## config.mk

```make
export PLATFORM = sky130hd
export DESIGN_NAME = fma_mult_pipe
export DESIGN_NICKNAME = d
export VERILOG_FILES = /design/src/rtl/fma_mult_pipe.sv
export SDC_FILE = /design/constraint.sdc
export NUM_CORES = 1
export LEC_CHECK = 0
export CORE_MARGIN = 1
export CORE_UTILIZATION = 45
export CTS_CLUSTER_DIAMETER = 80
export DETAILED_ROUTE_END_ITERATION = 8
export PLACE_DENSITY = 0.65
export SLEW_MARGIN = 25
export SYNTH_ARGS = -nofsm -noshare
export SYNTH_HDL_FRONTEND = slang
export SYNTH_SLANG_ARGS = --single-unit
```

## constraint.sdc

```tcl
create_clock -name clk -period 15.2 [get_ports clk]
set_input_delay 1.52 -clock clk [delete_from_list [all_inputs] [get_ports clk]]
set_output_delay 1.52 -clock clk [all_outputs]
set_load 0.005 [all_outputs]
```

## src/rtl/fma_mult_pipe.sv

```systemverilog
// Three-stage pipelined floating-point multiplier (the multiply half of an FMA).
// S1 unpacks, classifies and multiplies the mantissas; S2 normalises and forms
// guard/sticky; S3 rounds, packs and registers the result with its flags.
// Subnormal inputs are read as signed zero and underflow flushes to signed zero.
//
// Ports:
//   clk, reset          rising-edge clock, synchronous active-high reset
//   in_valid/in_ready   operand handshake (x, y, negp, roundmode)
//   x, y                operands {sign, exp[NE], frac[NF]}
//   negp                invert the product sign
//   roundmode           00 RZ, 01 RNE, 10 RM (toward -inf), 11 RP (toward +inf)
//   out_valid/out_ready result handshake
//   product             rounded result
//   flags               {NV, OF, UF, NX}
module fma_mult_pipe #(
  parameter int unsigned NE = 5,
  parameter int unsigned NF = 10
) (
  input  logic             clk,
  input  logic             reset,
  input  logic             in_valid,
  output logic             in_ready,
  input  logic [NE+NF:0]   x,
  input  logic [NE+NF:0]   y,
  input  logic             negp,
  input  logic [1:0]       roundmode,
  output logic             out_valid,
  input  logic             out_ready,
  output logic [NE+NF:0]   product,
  output logic [3:0]       flags
);

  localparam int unsigned W    = 1 + NE + NF;
  localparam int unsigned PW   = 2 * NF + 2;
  localparam int unsigned EW   = NE + 2;
  localparam int unsigned BIAS = (2 ** (NE - 1)) - 1;

  localparam logic [1:0] RM_RZ  = 2'b00;
  localparam logic [1:0] RM_RNE = 2'b01;
  localparam logic [1:0] RM_RDN = 2'b10;
  localparam logic [1:0] RM_RUP = 2'b11;

  localparam logic [W-1:0]    QNAN    = {1'b0, {NE{1'b1}}, 1'b1, {(NF - 1){1'b0}}};
  localparam logic [W-2:0]    INF_MAG = {{NE{1'b1}}, {NF{1'b0}}};
  localparam logic [W-2:0]    MAX_MAG = {{(NE - 1){1'b1}}, 1'b0, {NF{1'b1}}};
  localparam logic signed [EW-1:0] EMAX  = EW'((2 ** NE) - 1);
  localparam logic signed [EW-1:0] EZERO = '0;

  // Single advance enable: the whole pipe moves unless the output is stalled.
  logic adv;
  assign adv      = ~out_valid | out_ready;
  assign in_ready = adv;

  // ---------------------------------------------------------------- S1 logic
  logic                 s1n_sign;
  logic                 s1n_spec;
  logic                 s1n_spec_nv;
  logic [W-1:0]         s1n_spec_res;
  logic signed [EW-1:0] s1n_exp;
  logic [PW-1:0]        s1n_prod;

  // Unpack, classify and multiply; special operands resolve fully here.
  always_comb begin
    logic [NE-1:0] ex, ey;
    logic [NF-1:0] fx, fy;
    logic x_zero, y_zero, x_inf, y_inf, x_nan, y_nan, x_snan, y_snan;

    ex = x[W-2:NF];
    ey = y[W-2:NF];
    fx = x[NF-1:0];
    fy = y[NF-1:0];

    // Zero exponent covers subnormals, which are read as zero.
    x_zero = (ex == '0);
    y_zero = (ey == '0);
    x_inf  = (&ex) & (fx == '0);
    y_inf  = (&ey) & (fy == '0);
    x_nan  = (&ex) & (|fx);
    y_nan  = (&ey) & (|fy);
    x_snan = x_nan & ~fx[NF-1];
    y_snan = y_nan & ~fy[NF-1];

    s1n_sign     = x[W-1] ^ y[W-1] ^ negp;
    s1n_spec     = 1'b1;
    s1n_spec_nv  = 1'b0;
    s1n_spec_res = '0;
    if (x_nan | y_nan) begin
      s1n_spec_res = QNAN;
      s1n_spec_nv  = x_snan | y_snan;
    end else if ((x_zero & y_inf) | (x_inf & y_zero)) begin
      s1n_spec_res = QNAN;
      s1n_spec_nv  = 1'b1;
    end else if (x_inf | y_inf) begin
      s1n_spec_res = {s1n_sign, INF_MAG};
    end else if (x_zero | y_zero) begin
      s1n_spec_res = {s1n_sign, {(W - 1){1'b0}}};
    end else begin
      s1n_spec = 1'b0;
    end

    s1n_exp  = $signed(EW'(ex) + EW'(ey) - EW'(BIAS));
    s1n_prod = PW'({1'b1, fx}) * PW'({1'b1, fy});
  end

  // ---------------------------------------------------------------- S1 regs
  logic                 s1_v;
  logic                 s1_sign;
  logic                 s1_spec;
  logic                 s1_spec_nv;
  logic [W-1:0]         s1_spec_res;
  logic [1:0]           s1_rm;
  logic signed [EW-1:0] s1_exp;
  logic [PW-1:0]        s1_prod;

  // ---------------------------------------------------------------- S2 logic
  logic                 s2n_guard;
  logic                 s2n_sticky;
  logic [NF-1:0]        s2n_frac;
  logic signed [EW-1:0] s2n_exp;

  // Normalise: a product in [2,4) shifts right one place and bumps the exponent.
  always_comb begin
    logic msb;
    msb = s1_prod[PW-1];
    if (msb) begin
      s2n_frac   = s1_prod[PW-2:NF+1];
      s2n_guard  = s1_prod[NF];
      s2n_sticky = |s1_prod[NF-1:0];
    end else begin
      s2n_frac   = s1_prod[PW-3:NF];
      s2n_guard  = s1_prod[NF-1];
      s2n_sticky = |s1_prod[NF-2:0];
    end
    s2n_exp = s1_exp + $signed(EW'(msb));
  end

  // ---------------------------------------------------------------- S2 regs
  logic                 s2_v;
  logic                 s2_sign;
  logic                 s2_spec;
  logic                 s2_spec_nv;
  logic [W-1:0]         s2_spec_res;
  logic [1:0]           s2_rm;
  logic signed [EW-1:0] s2_exp;
  logic [NF-1:0]        s2_frac;
  logic                 s2_guard;
  logic                 s2_sticky;

  // ---------------------------------------------------------------- S3 logic
  logic [W-1:0] res_c;
  logic [3:0]   flg_c;

  // Round, then range-check the final exponent (after any rounding carry).
  always_comb begin
    logic                 grs;
    logic                 rinc;
    logic                 ovf, unf, inf_sel;
    logic [NF:0]          frac_rnd;
    logic signed [EW-1:0] exp_fin;

    grs  = s2_guard | s2_sticky;
    rinc = 1'b0;
    case (s2_rm)
      RM_RNE:  rinc = s2_guard & (s2_sticky | s2_frac[0]);
      RM_RDN:  rinc = grs & s2_sign;
      RM_RUP:  rinc = grs & ~s2_sign;
      RM_RZ:   rinc = 1'b0;
      default: rinc = 1'b0;
    endcase

    // A carry out leaves the low NF bits zero, which is the required fraction.
    frac_rnd = {1'b0, s2_frac} + (NF + 1)'(rinc);
    exp_fin  = s2_exp + $signed(EW'(frac_rnd[NF]));
    ovf      = (exp_fin >= EMAX);
    unf      = (exp_fin <= EZERO);
    inf_sel  = (s2_rm == RM_RNE) | ((s2_rm == RM_RDN) & s2_sign) |
               ((s2_rm == RM_RUP) & ~s2_sign);

    res_c = {s2_sign, exp_fin[NE-1:0], frac_rnd[NF-1:0]};
    flg_c = {3'b000, grs};
    if (s2_spec) begin
      res_c = s2_spec_res;
      flg_c = {s2_spec_nv, 3'b000};
    end else if (ovf) begin
      res_c = {s2_sign, inf_sel ? INF_MAG : MAX_MAG};
      flg_c = 4'b0101;
    end else if (unf) begin
      res_c = {s2_sign, {(W - 1){1'b0}}};
      flg_c = 4'b0011;
    end
  end

  // Valid bits and output register: cleared by reset, frozen while stalled.
  always_ff @(posedge clk) begin
    if (reset) begin
      s1_v      <= 1'b0;
      s2_v      <= 1'b0;
      out_valid <= 1'b0;
      product   <= '0;
      flags     <= '0;
    end else if (adv) begin
      s1_v      <= in_valid;
      s2_v      <= s1_v;
      out_valid <= s2_v;
      if (s2_v) begin
        product <= res_c;
        flags   <= flg_c;
      end
    end
  end

  // Datapath registers; contents are qualified by the valid bits above.
  always_ff @(posedge clk) begin
    if (adv) begin
      s1_sign     <= s1n_sign;
      s1_spec     <= s1n_spec;
      s1_spec_nv  <= s1n_spec_nv;
      s1_spec_res <= s1n_spec_res;
      s1_rm       <= roundmode;
      s1_exp      <= s1n_exp;
      s1_prod     <= s1n_prod;

      s2_sign     <= s1_sign;
      s2_spec     <= s1_spec;
      s2_spec_nv  <= s1_spec_nv;
      s2_spec_res <= s1_spec_res;
      s2_rm       <= s1_rm;
      s2_exp      <= s2n_exp;
      s2_frac     <= s2n_frac;
      s2_guard    <= s2n_guard;
      s2_sticky   <= s2n_sticky;
    end
  end

endmodule
```

==> reports/metrics.yaml <==
run_status:
  outcome: "complete, no violations"
flow_run:
  drv.max_cap_violation_count: 0
critical_path:
  cp.buffers_inverters: 6
  timing.critical_path.slowest_cell_delay_ps: 790
  timing.critical_path.required_ps: 15280
  crit_chain: "clkdlybuf4s50_1 > nand2_1 > fa_1 > inv_1 > fa_1 > inv_1 > fa_1 > inv_1 > fa_1 > inv_1 > fa_1 > inv_1 > ha_1 > and3_1 > nand2_1 > a21oi_1 > o21ai_0 > a311oi_1 > xnor2_1"
  timing_worst_setup_path_type: "in -> reg"
  cp-end-kind: "flop"
  worstPathMaxFanout: 12
  critPathSlowestCell: "clkdlybuf4s50_1"
  crit_arrival_ps: 6760
  path_delay_family: "adder cells"
  critPathLaunchType: "input pin"
clock_network:
  clock-root-buffer: "clkbuf_16"
  inserted_clock_buffers: 9
  clockBufferDepth: 2
  cts_tree: "yes"
  clk-insertion-delay-late_ps: 340
  cts_num_sinks: 87
  cts.hold.buffers_added: 0
  clk_pin_slew_ps: 60
  number_of_setup_buffers_added_after_cts: 0
  ctsResizeCount: 0
  ctsHtreeMaxLevel: 3
synthesis:
  ys_types: 57
  dominant_combinational_cell_family_by_area_after_synthesis: "adder cells"
  synth.yosys.warnings: 0
  synth_area_mm2: 0.00791
  synth_ff_type: "edfxtp_1"
  synth-seq-cells: 87
  gate_count_after_technology_mapping: 798
  synth-edff-count: 64
  syn-num-nets: 993
  synth_area_per_cell_um2: 9.91
  post_synth_and_or_nand_nor_area_fraction_pct: 14.4
  yosys.area_share.xor_xnor_pct: 4.32
  synth-adder-area-share_pct: 32.4
  asyncSetResetFlopFracSynth_pct: 0
  synth-compound-area-share_pct: 8.29
  synth_sequential_area_ratio_pct: 30.1
  muxShareOfSynthArea_pct: 1.82
timing:
  timing.clock.skew_ps: 8.82
  final.min_clock_period_ps: 6680
  fin_setup_tns_ps: 0
  timing_worst_slew_pin_value_ps: 881
  relSlewSlack_pct: 41.2
  fmax_mhz: 150
  finalSetupViolCount: 0
  post-route-period-util_pct: 44.0
  slew_viol_final: 0
  final_hold_viol_count: 0
  fin_hold_ws_ps: 419
  unrepaired_setup_endpoints_after_global_routing: "false"
die:
  design.portCount: 61
  placement_rows: 48
  die_h_um: 135
  placeableCoreArea_mm2: 0.0172
  die_w_um: 135
  initial_utilization_pct: 45.9
  total_die_area_mm2: 0.0181
power_and_ir_drop:
  sw_share_pct: 40.0
  static-leakage-power_nw: 4.09
  combinationalPowerShare_pct: 57.2
  share_clk_of_total_power_pct: 15.6
  switchingPower_uw: 603
  p_int_uw: 904
  irDropWorstVdd_uv: 105
  cellPowerDensity_mw_per_mm2: 168
  pwr-share-seq_pct: 27.3
placement:
  place.detailed.hpwl_um: 11900
  number_of_buffer_cells_added_on_primary_ports: 60
  placed_cell_area_mm2: 0.00867
  place_congestion: 0.826
route:
  initialDrtViolationCount: 198
  vias: 5337
  drt-pass1-iter-count: 4
  routed_via_density: 5.00
  drc: 0
  post_route_wl_um: 14800
  avgRoutedWirePerCell_um: 13.8
  drtAntennaViolNets: 0
grt:
  global_route.usage.met3_pct: 1.65
  antenna_violations_before_repair: 0
  grt-busiest-layer: "met2"
  first_global_vias: 5245
  grt_use_met1_pct: 25.1
  grt_pass1_wl_um: 25500
  grt_util_all_layers_pct: 17.8
  met2_usage_pct: 29.1
  pin_count_of_the_biggest_net_entering_global_routing: 72
  globalRoute.totalOverflow: 0
finish:
  fin_nets: 1033
  design_area_mm2: 0.00899
  antennaDiodeCount: 0
  post_route_cells_drive_above_1_share_pct: 3.80
  syn_to_final_growth_pct: 13.7
hold_path:
  min_path_type: "reg -> reg"
## registers in the layout, indices dropped and copies added, names as in the netlist
register	flops
s2_v	1
s1_rm	2
s1_sign	1
s2_sticky	1
s1_exp	7
s1_v	1
flags	4
s2_spec_res	3
s1_spec_nv	1
s1_spec_res	3
s2_frac	10
s1_prod	22
s2_sign	1
s2_exp	7
s2_rm	2
s1_spec	1
s2_guard	1
s2_spec	1
product	16
s2_spec_nv	1
out_valid	1
## path summary, 6_finish.rpt
check        cells after the start     start     endpoint  slack (ps)
max                             19      y[4]  s1_prod[21]        8520
min                              0   s1_sign      s2_sign         420
max reg2reg                     18  s2_rm[1]     flags[0]       10970
min reg2reg                      0   s1_sign      s2_sign         420
## cell type report
| type | instances | area, um2 |
|---|---|---|
| Fill cell | 1624 | 8250 |
| Multi-Input combinational cell | 533 | 4850 |
| Tap cell | 225 | 282 |
| Timing Repair Buffer | 60 | 601 |
| Clock buffer | 10 | 229 |
| Inverter | 147 | 552 |
| Clock inverter | 6 | 92.6 |
| Sequential cell | 87 | 2380 |
## through the flow
stage | util (%) | setup WS (ps) | cells | power (mW)
2_1_floorplan | - | 9020 | 798 | 1.09
3_3_place_gp | 50.3 | 8240 | 1052 | 1.27
3_5_place_dp | 50.3 | 8140 | 1052 | 1.28
4_1_cts | 52.1 | 8500 | 1068 | 1.53
5_1_grt | 52.1 | 8230 | 1068 | 1.66
6_report | 52.1 | 8520 | 1068 | 1.51
## cells in the mapped netlist (3+ instances only)
cell      instances  area share [%]
inv_1           146             6.9
fa_1             81              21
nand2_1          79             3.8
ha_1             75              12
edfxtp_1         64              24
and2_1           40             3.2
nor2_1           34             1.6
xnor2_1          29             3.2
clkbuf_1         27             1.3
a21oi_1          25             1.6
dfxtp_1          23             5.8
o21ai_0          21             1.3
nand3_1          17             1.1
mux2_2           11             1.6
xor2_1           10             1.1
a22o_1            9             1.0
and3_1            9            0.71
nor3_1            9            0.57
a21o_1            7            0.66
nand2b_1          6            0.47
nor2b_1           6            0.47
nor4_1            6            0.47
nor3b_1           5            0.47
a211oi_1          4            0.38
nand4_1           4            0.32
a311oi_1          3            0.33
nand3b_1          3            0.28
o21a_1            3            0.28
o21ai_1           3            0.19
o22ai_1           3            0.24
or4_1             3            0.28
## worst reg2reg max path, stage by stage, from the launching register on
cell and delay [ps]:
edfxtp_1 410, and2_1 180, ha_1 270, nor2b_1 150, a21oi_1 60, o22ai_1 150, ha_1 210, ha_1 210
inv_1 50, nor3_1 280, and3_1 220, ha_1 200, ha_1 230, xnor2_1 200, nor2_1 100, o311a_1 340
a211o_1 290, or3_1 350, a32o_1 220
## cell families (layout without fill, tap and decap cells)
family,count (synthesis),after routing
multiplexers,13,13
flip-flops,87,87
buffers and inverters,178,223
XOR/XNOR,39,39
AND/OR/NAND/NOR,228,228
AO/OA/AOI/OAI,97,97
adder cells (fa/ha/maj),156,156
## power groups by stage
stage,sequential (mW),combinational [mW],clock [mW]
6_report,0.411,0.862,0.235
5_1_grt,0.421,0.992,0.252
4_1_cts,0.412,0.873,0.241
3_5_place_dp,0.417,0.864,0
3_3_place_gp,0.416,0.856,0
2_1_floorplan,0.403,0.688,0
## cells in the final DEF (no fill, tap or decap), types with 6 or more instances in the layout
| cell | count |
|---|---|
| nand2_1 | 79 |
| a21oi_1 | 25 |
| edfxtp_1 | 64 |
| a22o_1 | 9 |
| nor2b_1 | 6 |
| and2_1 | 40 |
| nand3_1 | 17 |
| nor4_1 | 6 |
| nor2_1 | 34 |
| ha_1 | 75 |
| xor2_1 | 10 |
| xnor2_1 | 29 |
| dfxtp_1 | 23 |
| clkbuf_16 | 9 |
| o21ai_0 | 21 |
| clkdlybuf4s50_1 | 60 |
| a21o_1 | 7 |
| and3_1 | 9 |
| fa_1 | 81 |
| nor3_1 | 9 |
| inv_1 | 146 |
| mux2_2 | 11 |
## routing by layer
metal | wire [um] | vias to the layer above
li1 | - | 2696
met1 | 7190 | 2517
met2 | 7000 | 111
met3 | 429 | 13
met4 | 155 | 0
met5 | 0 | -
Note: power is estimated with default switching activity, not from simulation.
